### src/rtl/parking_request_scheduler_if.sv
// Job interface between the parking request scheduler and the elevator FSM.
// master: scheduler drives todo_* and samples elev_done; slave: elevator side.
interface parking_request_scheduler_if;
    logic        todo_exists;
    logic        todo_in;
    logic        todo_out;
    logic        todo_leak_move;
    logic [15:0] todo_license_plate;
    logic [2:0]  todo_leak_floor;
    logic        elev_done;

    modport master (
        output todo_exists,
        output todo_in,
        output todo_out,
        output todo_leak_move,
        output todo_license_plate,
        output todo_leak_floor,
        input  elev_done
    );

    modport slave (
        input  todo_exists,
        input  todo_in,
        input  todo_out,
        input  todo_leak_move,
        input  todo_license_plate,
        input  todo_leak_floor,
        output elev_done
    );
endinterface

### src/rtl/parking_request_scheduler.sv
// Queues park/retrieve requests, arbitrates leakage evacuation, issues one job.
// Ports: clock/reset, panel inputs (plate, modes, leakage), job if (todo_*,
// elev_done), queue_count/queue_full status, drop_pulse and timeout_err pulses.
module parking_request_scheduler #(
    parameter int DEPTH   = 4,
    parameter int TIMEOUT = 64
) (
    input  logic                         clock,
    input  logic                         reset,
    input  logic [15:0]                  license_plate,
    input  logic                         in_mode,
    input  logic                         out_mode,
    input  logic                         leakage,
    input  logic [2:0]                   leakage_floor,
    parking_request_scheduler_if.master  job,
    output logic [3:0]                   queue_count,
    output logic                         queue_full,
    output logic                         drop_pulse,
    output logic                         timeout_err
);
    localparam int PW = $clog2(DEPTH);
    localparam int WW = (TIMEOUT > 1) ? $clog2(TIMEOUT) : 1;
    localparam logic [3:0]    DEPTH_C = 4'(DEPTH);
    localparam logic [WW-1:0] WD_LAST = WW'(TIMEOUT - 1);

    typedef enum logic {IDLE, ACTIVE} state_t;

    state_t        r_state, w_state_nxt;
    // Entry bit 16 set means retrieve, clear means park.
    logic [16:0]   r_mem [DEPTH];
    logic [PW-1:0] r_wr_ptr, r_rd_ptr;
    logic [3:0]    r_count;
    logic          r_full;
    logic          r_leak_pend;
    logic [2:0]    r_leak_floor;
    logic [WW-1:0] r_wdog;
    logic          r_exists, r_in, r_out, r_leak;
    logic [15:0]   r_plate;
    logic [2:0]    r_floor;
    logic          r_drop, r_tmo;

    logic          w_avail, w_load, w_take_leak, w_pop;
    logic          w_clear, w_tmo, w_hold;
    logic          w_push, w_drop, w_leak_ok;
    logic [3:0]    w_count_nxt;
    logic [16:0]   w_head;

    assign w_avail   = r_leak_pend | (r_count != 4'd0);
    assign w_head    = r_mem[r_rd_ptr];
    assign w_push    = (in_mode ^ out_mode) && (license_plate != 16'd0)
                       && (r_count != DEPTH_C);
    assign w_drop    = (in_mode | out_mode) && !w_push;
    assign w_leak_ok = leakage && (leakage_floor != 3'd0);
    assign w_count_nxt = r_count + 4'(w_push) - 4'(w_pop);

    always_ff @(posedge clock) begin
        if (reset) r_state <= IDLE;
        else       r_state <= w_state_nxt;
    end

    always_comb begin
        w_state_nxt = r_state;
        w_load      = 1'b0;
        w_clear     = 1'b0;
        w_tmo       = 1'b0;
        w_hold      = 1'b0;
        unique case (r_state)
            IDLE: begin
                if (w_avail) begin
                    w_load      = 1'b1;
                    w_state_nxt = ACTIVE;
                end
            end
            ACTIVE: begin
                // elev_done wins over a watchdog expiry on the same cycle.
                if (job.elev_done || r_wdog == WD_LAST) begin
                    w_tmo = !job.elev_done;
                    if (w_avail) begin
                        w_load = 1'b1;
                    end else begin
                        w_clear     = 1'b1;
                        w_state_nxt = IDLE;
                    end
                end else begin
                    w_hold = 1'b1;
                end
            end
            default: w_state_nxt = IDLE;
        endcase
        w_take_leak = w_load && r_leak_pend;
        w_pop       = w_load && !r_leak_pend;
    end

    always_ff @(posedge clock) begin
        if (w_push && !reset) r_mem[r_wr_ptr] <= {out_mode, license_plate};
    end

    always_ff @(posedge clock) begin
        if (reset) begin
            r_wr_ptr     <= '0;
            r_rd_ptr     <= '0;
            r_count      <= 4'd0;
            r_full       <= 1'b0;
            r_leak_pend  <= 1'b0;
            r_leak_floor <= 3'd0;
            r_wdog       <= '0;
            r_exists     <= 1'b0;
            r_in         <= 1'b0;
            r_out        <= 1'b0;
            r_leak       <= 1'b0;
            r_plate      <= 16'd0;
            r_floor      <= 3'd0;
            r_drop       <= 1'b0;
            r_tmo        <= 1'b0;
        end else begin
            r_drop  <= w_drop;
            r_tmo   <= w_tmo;
            r_count <= w_count_nxt;
            r_full  <= (w_count_nxt == DEPTH_C);
            if (w_push) r_wr_ptr <= r_wr_ptr + 1'b1;
            if (w_pop)  r_rd_ptr <= r_rd_ptr + 1'b1;
            // A fresh leak event re-arms even while the old one is taken.
            if (w_leak_ok) begin
                r_leak_pend  <= 1'b1;
                r_leak_floor <= leakage_floor;
            end else if (w_take_leak) begin
                r_leak_pend  <= 1'b0;
            end
            if (w_hold) r_wdog <= r_wdog + 1'b1;
            else        r_wdog <= '0;
            if (w_take_leak) begin
                r_exists <= 1'b1;
                r_in     <= 1'b0;
                r_out    <= 1'b0;
                r_leak   <= 1'b1;
                r_plate  <= 16'd0;
                r_floor  <= r_leak_floor;
            end else if (w_pop) begin
                r_exists <= 1'b1;
                r_in     <= !w_head[16];
                r_out    <= w_head[16];
                r_leak   <= 1'b0;
                r_plate  <= w_head[15:0];
                r_floor  <= 3'd0;
            end else if (w_clear) begin
                r_exists <= 1'b0;
                r_in     <= 1'b0;
                r_out    <= 1'b0;
                r_leak   <= 1'b0;
                r_plate  <= 16'd0;
                r_floor  <= 3'd0;
            end
        end
    end

    assign job.todo_exists        = r_exists;
    assign job.todo_in            = r_in;
    assign job.todo_out           = r_out;
    assign job.todo_leak_move     = r_leak;
    assign job.todo_license_plate = r_plate;
    assign job.todo_leak_floor    = r_floor;
    assign queue_count            = r_count;
    assign queue_full             = r_full;
    assign drop_pulse             = r_drop;
    assign timeout_err            = r_tmo;
endmodule

### src/flat_wrapper.sv
// flat-port wrapper written by rule: the top's interface ports become plain ports
module parking_request_scheduler_flat 
#(
    parameter int DEPTH   = 4,
    parameter int TIMEOUT = 64
)
  (clock, reset, license_plate, in_mode, out_mode, leakage, leakage_floor, queue_count, queue_full, drop_pulse, timeout_err, job_todo_exists, job_todo_in, job_todo_out, job_todo_leak_move, job_todo_license_plate, job_todo_leak_floor, job_elev_done);
  parking_request_scheduler_if job_i ();
  input  logic clock;
  input  logic reset;
  input  logic [15:0] license_plate;
  input  logic in_mode;
  input  logic out_mode;
  input  logic leakage;
  input  logic [2:0] leakage_floor;
  output logic [3:0] queue_count;
  output logic queue_full;
  output logic drop_pulse;
  output logic timeout_err;
  output wire logic [$bits(job_i.todo_exists)-1:0] job_todo_exists;
  output wire logic [$bits(job_i.todo_in)-1:0] job_todo_in;
  output wire logic [$bits(job_i.todo_out)-1:0] job_todo_out;
  output wire logic [$bits(job_i.todo_leak_move)-1:0] job_todo_leak_move;
  output wire logic [$bits(job_i.todo_license_plate)-1:0] job_todo_license_plate;
  output wire logic [$bits(job_i.todo_leak_floor)-1:0] job_todo_leak_floor;
  input wire logic [$bits(job_i.elev_done)-1:0] job_elev_done;
  assign job_todo_exists = job_i.todo_exists;
  assign job_todo_in = job_i.todo_in;
  assign job_todo_out = job_i.todo_out;
  assign job_todo_leak_move = job_i.todo_leak_move;
  assign job_todo_license_plate = job_i.todo_license_plate;
  assign job_todo_leak_floor = job_i.todo_leak_floor;
  assign job_i.elev_done = job_elev_done;
  parking_request_scheduler #(.DEPTH(DEPTH), .TIMEOUT(TIMEOUT)) u_core (.clock(clock), .reset(reset), .license_plate(license_plate), .in_mode(in_mode), .out_mode(out_mode), .leakage(leakage), .leakage_floor(leakage_floor), .job(job_i), .queue_count(queue_count), .queue_full(queue_full), .drop_pulse(drop_pulse), .timeout_err(timeout_err));
endmodule
### config.mk
export PLATFORM = sky130hd
export DESIGN_NAME = parking_request_scheduler_flat
export DESIGN_NICKNAME = d
export VERILOG_FILES = /design/src/rtl/parking_request_scheduler_if.sv /design/src/rtl/parking_request_scheduler.sv /design/src/flat_wrapper.sv
export SDC_FILE = /design/constraint.sdc
export NUM_CORES = 1
export LEC_CHECK = 0
export CAP_MARGIN = 25
export CORE_ASPECT_RATIO = 2
export CORE_MARGIN = 4
export CORE_UTILIZATION = 23
export DETAILED_ROUTE_END_ITERATION = 8
export PLACE_DENSITY = 0.42
export SYNTH_ARGS = -nofsm -noshare
export SYNTH_HDL_FRONTEND = slang
export SYNTH_SLANG_ARGS = --single-unit
### constraint.sdc
create_clock -name clock -period 3.2 [get_ports clock]
set_clock_uncertainty 0.2 [all_clocks]
set_input_delay 0.64 -clock clock [delete_from_list [all_inputs] [get_ports clock]]
set_output_delay 0.64 -clock clock [all_outputs]
set_load 0.01 [all_outputs]
==> results.yml, run 1 <==
global_routing:
  grt_max_degree: 27
  overflow: 0
  first_global_vias: 2744
  grt_pass1_wl_um: 15400
  grtUsageTotal: 0.0964
  antenna_found_initial: 0
route:
  drt-total-wl_um: 9640
  num_vias: 2528
  wl_per_cell_um: 15.3
  drc: 0
  first_pass_iters: 4
  first_iter_violations: 128
  viasPerCell: 4.02
  ant_nets: 0
critical_path:
  crit_path_end_kind: "register"
  cp_data_arrival_time_ns: 3.01
  start_kind: "input pin"
  worstSetupPathType: "in2reg"
  worstPathRequired_ns: 3.30
  r2r_cells: 12
  critical_path.max_fanout: 2
final_layout:
  drive_above_1_share: 0.249
  final_cell_area_um2: 6000
  nets: 398
  area_growth_pct: 36.5
  fillCellCount: 1915
  final_cell_mix: "68 x edfxtp_1, 54 x clkdlybuf4s50_1, 47 x dfxtp_1"
  final_common_cell: "edfxtp_1"
placement:
  placed_area_um2: 5450
  place_congestion: 0.723
  dp_hpwl_um: 6660
  io_buffers: 54
min_path:
  hold_depth: 1
  hold_path.class: "reg2reg"
synthesis:
  postSynthAreaPerCell_um2: 16.2
  netlist_instances: 271
  yosysWarnings: 0
  syn_area_um2: 4400
  yosysTopAreaCellShare: 0.464
  synth_top_area_cell: "edfxtp_1"
  ys_seq_area_frac: 0.678
  synth-edff-count: 68
  ys_seq_elements: 115
  synth_flop_cell: "edfxtp_1"
  syn_nets: 309
  synthTopCellsByArea: "edfxtp_1 46%, dfxtp_1 21%, mux4_2 8.7%"
  async_flop_share: 0
  synth_cell_type_count: 44
cts:
  h-tree-depth: 4
  clock_path_buffers: 2
  cts_made_buffers: 17
  cts_setup_buffers: 0
  clock-sinks: 115
  clk_latency_ns: 0.41
  clk_pin_slew_ns: 0.05
  clockRootBuffer: "clkbuf_16"
  cts_resized: 0
  cts_tree: "built"
  hold_buffers: 0
die:
  die_area_um2: 21500
  rows: 71
  coreArea_um2: 18800
  ios: 55
  die_y_um: 204
  die_x_um: 106
  initial_core_util: 0.234
sta:
  hold_viol: 0
  drv_slew: 0
  final.min_clock_period_ns: 2.91
  setup_viol: 0
  worst_pin_slew_ns: 0.537
  grt_setup_unrepaired: "no"
  fmax_ghz: 0.343
  period_share: 0.910
  fin_setup_tns_ns: 0
  worst_slew_margin_rel: 0.641
power_and_ir_drop:
  powerDensity_nw_per_um2: 780
  p_leak_nw: 2.12
  max-vdd-ir-drop_uv: 327
flow_run:
  drv_cap: 0
outcome:
  status: "complete, no violations"
## through the flow
stage | util | hold slack (ns) | power [W] | cells | setup WS (ns)
after global placement | 0.289 | 0.230 | 0.00300 | 596 | -0.115
after floorplan | - | 0.217 | 0.00254 | 271 | 0.146
after CTS | 0.319 | 0.253 | 0.00477 | 628 | 0.294
final | 0.319 | 0.251 | 0.00468 | 629 | 0.288
after detailed placement | 0.289 | 0.246 | 0.00301 | 596 | -0.118
after global routing | 0.319 | 0.277 | 0.00493 | 628 | 0.149
## synthesized netlist by cell type, types with 4 or more instances
library cell  count
edfxtp_1         68
dfxtp_1          47
mux4_2           17
nor2_1           17
inv_1            14
a22o_1           13
ha_1             12
a22o_2            8
a21oi_1           5
xnor2_1           5
buf_6             4
nand2_1           4
nand3_1           4
nor2b_1           4
nor3b_1           4
nor4_1            4
## cell type report
class                           count  area [µm²]  area share
Sequential cell                   115        2980       0.497
Multi-Input combinational cell    131        1300       0.217
Timing Repair Buffer               81         793       0.132
Clock buffer                       27         526      0.0875
Tap cell                          255         319      0.0531
Inverter                           14        52.6     0.00875
Clock inverter                      5        25.0     0.00417
Antenna cell                        1        2.50    0.000417
## cells by family (layout without fill, tap and decap cells)
group,after synthesis,count (layout),synth area share
and+or+nand+nor,54,54,0.0751
DFF,115,115,0.678
muxes,19,19,0.0922
AOI/OAI and AO/OA,39,39,0.0737
xor gates and xnor gates,6,6,0.0119
other,0,1,0
buffers and inverters,25,127,0.0302
adders and majority gates,13,13,0.0387
## sequential cells by signal (all words and copies together), names as in the netlist, 2 cells and up, named ones only
| signal | cells |
|---|---|
| u_core.queue_count | 4 |
| u_core.r_mem | 68 |
| u_core.r_leak_floor | 3 |
| u_core.r_wr_ptr | 2 |
| u_core.r_rd_ptr | 2 |
| u_core.job.todo_license_plate | 16 |
| u_core.r_wdog | 6 |
| u_core.job.todo_leak_floor | 3 |
## metal layers
layer,up-vias,part of all wire,track usage
met5,-,0,0
met3,12,0.030,0.0282
met4,0,0.020,0.0500
li1,1219,-,-
met2,47,0.58,0.175
met1,1250,0.37,0.0984
## critical path: stages
cell             delay, ns
clkdlybuf4s50_1       0.45
nor4_1                0.37
buf_4                 0.17
nand4_1               0.15
nand3_1               0.15
inv_1                 0.07
ha_1                  0.23
fa_1                  0.39
xnor2_1               0.16
nor2_1                0.06
and3_1                0.16
## report_power, final
group          internal (W)  total, W  switching, W
combinational      0.000596   0.00110      0.000502
clock               0.00112   0.00173      0.000619
sequential          0.00176   0.00185     0.0000914
## final timing paths
| path | to | start | slack (ns) |
|---|---|---|---|
| max | u_core.queue_full | license_plate[7] | 0.29 |
| min | u_core.r_wdog[0] | u_core.r_wdog[0] | 0.25 |
| max reg2reg | u_core.queue_full | u_core.r_wdog[0] | 0.49 |
| min reg2reg | u_core.r_wdog[0] | u_core.r_wdog[0] | 0.25 |
No activity file was read; power rests on OpenSTA's default activity.
==> inputs of run 2 (changes only) <==
- CTS_CLUSTER_DIAMETER: default -> 30
==> results of run 2 <==
No change in the layout: final DEF, timing and power equal those of run 1.
==> inputs of run 3 (changes only) <==
- PLACE_DENSITY: 0.42 -> 0.41
- clock period: 3.2 -> 2.9 ns (I/O delays scaled with it)
==> results.yml, run 3 (synthesis gave the netlist of run 1 again) <==
critical_path:
  slowest_delay_ns: 0.38
  worstPathRequired_ns: 3.00
  crit_chain: "ha_2 > and3_4 > a21oi_4 > or2_2 > nor2_1 > ha_1 > inv_1 > ha_1 > fa_1 > xnor2_1 > nor2_1 > and3_1"
  start_kind: "register"
  critical_path.max_fanout: 3
  critPathSlowestCell: "fa_1"
  crit_path_end_kind: "register"
  cp_data_arrival_time_ns: 2.80
  worstSetupPathType: "reg2reg"
route:
  viasPerCell: 4.06
  first_pass_iters: 4
  ant_nets: 0
  drc: 0
  wl_per_cell_um: 15.5
  drt-total-wl_um: 9840
  num_vias: 2586
  first_iter_violations: 89
final_layout:
  final_cell_mix: "68 x edfxtp_1, 53 x clkdlybuf4s50_1, 47 x dfxtp_1"
  final_common_cell: "edfxtp_1"
  final_cell_area_um2: 6180
  antenna_cells: 0
  largest_reg_flops: 68
  drive_above_1_share: 0.288
  stdcell_count: 637
  nets: 407
  top_register: "u_core.r_mem"
  area_growth_pct: 40.6
sta:
  fin_ws_ns: 0.192
  hold_viol: 0
  worst_slew_margin_rel: 0.659
  drv_slew: 0
  final.min_clock_period_ns: 2.71
  worst_pin_slew_ns: 0.507
  setup_viol: 0
  fin_setup_tns_ns: 0
  period_share: 0.934
  grt_setup_unrepaired: "no"
  fmax_ghz: 0.369
global_routing:
  grt_pass1_wl_um: 15500
  grtUsageTotal: 0.0979
  antenna_found_initial: 0
  overflow: 0
  first_global_vias: 2849
  grt_max_degree: 27
cts:
  clk_latency_ns: 0.40
  clock-sinks: 115
  clk_pin_slew_ns: 0.05
  clockRootBuffer: "clkbuf_16"
  clock_path_buffers: 2
  cts_tree: "built"
  h-tree-depth: 4
  cts_made_buffers: 17
die:
  ios: 55
  die_x_um: 106
  die_area_um2: 21500
  coreArea_um2: 18800
  die_y_um: 204
  rows: 71
  initial_core_util: 0.234
placement:
  place_congestion: 0.683
  dp_hpwl_um: 7000
  place_ws_ns: -0.318
  io_buffers: 54
  placed_cells: 604
  placed_area_um2: 5550
power_and_ir_drop:
  max-vdd-ir-drop_uv: 329
  p_int_w: 0.00400
  seqPwrFrac: 0.379
  p_sw_frac: 0.256
  powerDensity_nw_per_um2: 870
  p_comb_frac: 0.235
  p_leak_nw: 2.20
  clock_power_share: 0.386
  switchingPower_w: 0.00138
min_path:
  hold_path.class: "reg2reg"
flow_run:
  drv_cap: 0
outcome:
  status: "complete, no violations"
==> run 3: cell count changes in the layout (fill, tap and decap cells not counted), moves of 2 or more <==
cell,previous run,this run
buf_4,23,29
clkinvlp_4,0,3
clkbuf_1,6,2
nor4_2,0,3
clkinv_2,5,3
nor4_1,4,1
buf_12,4,7
bufinv_16,0,2
==> run 3: repair_timing <==
action	in CTS	in global routing
endpoints found under the hold margin	0	0
endpoints found under the setup margin	0	1
buffers inserted	0	1
gates resized for setup	0	6
hold buffers	0	0
==> run 3: final cells by class <==
type / instances / area (µm²)
tap: 255 / 319
multi-input combinational: 131 / 1330
fill: 1900 / 12600
inverter: 14 / 52.6
sequential: 115 / 2980
clock inverter: 9 / 101
timing repair buffer: 90 / 901
clock buffer: 23 / 499
==> run 3: through the flow <==
step / power (W) / utilization / hold WS [ns]
final: 0.00538 / 0.328 / 0.248
after global routing: 0.00567 / 0.328 / 0.287
after CTS: 0.00546 / 0.326 / 0.252
after detailed placement: 0.00335 / 0.295 / 0.241
after global placement: 0.00334 / 0.295 / 0.235
after floorplan: 0.00281 / - / 0.217
==> run 3: worst max-delay path, delay by kind of cell, from the launching register on <==
| family | cells | cell delay, ns |
|---|---|---|
| flops | 1 | 0.35 |
| xor+xnor | 1 | 0.16 |
| compound gates | 1 | 0.06 |
| buf+inv | 1 | 0.04 |
| simple gates | 5 | 0.87 |
| fa+ha+maj | 4 | 0.92 |
==> run 3: path summary, 6_finish.rpt <==
path                                        from           endpoint  slack, ns  cells past startpoint
worst max-delay path            u_core.r_wdog[0]  u_core.queue_full       0.19                     12
worst min-delay path            u_core.r_wdog[0]   u_core.r_wdog[0]       0.25                      1
worst max register to register  u_core.r_wdog[0]  u_core.queue_full       0.19                     12
worst min register to register  u_core.r_wdog[0]   u_core.r_wdog[0]       0.25                      1
==> run 3: power groups by stage <==
stage / Sequential [W] / Clock, W / Combinational, W
floorplan: 0.00210 / 0 / 0.000705
global placement: 0.00207 / 0 / 0.00127
detailed placement: 0.00207 / 0 / 0.00128
CTS: 0.00204 / 0.00213 / 0.00129
global route: 0.00206 / 0.00221 / 0.00139
finish: 0.00204 / 0.00208 / 0.00126
==> run 3: metal layers <==
layer,vias up,track usage,routed length (µm)
met4,0,0.0556,201
met5,-,0,0
met3,10,0.0206,299
met2,45,0.188,5790
li1,1233,-,-
met1,1298,0.0938,3550
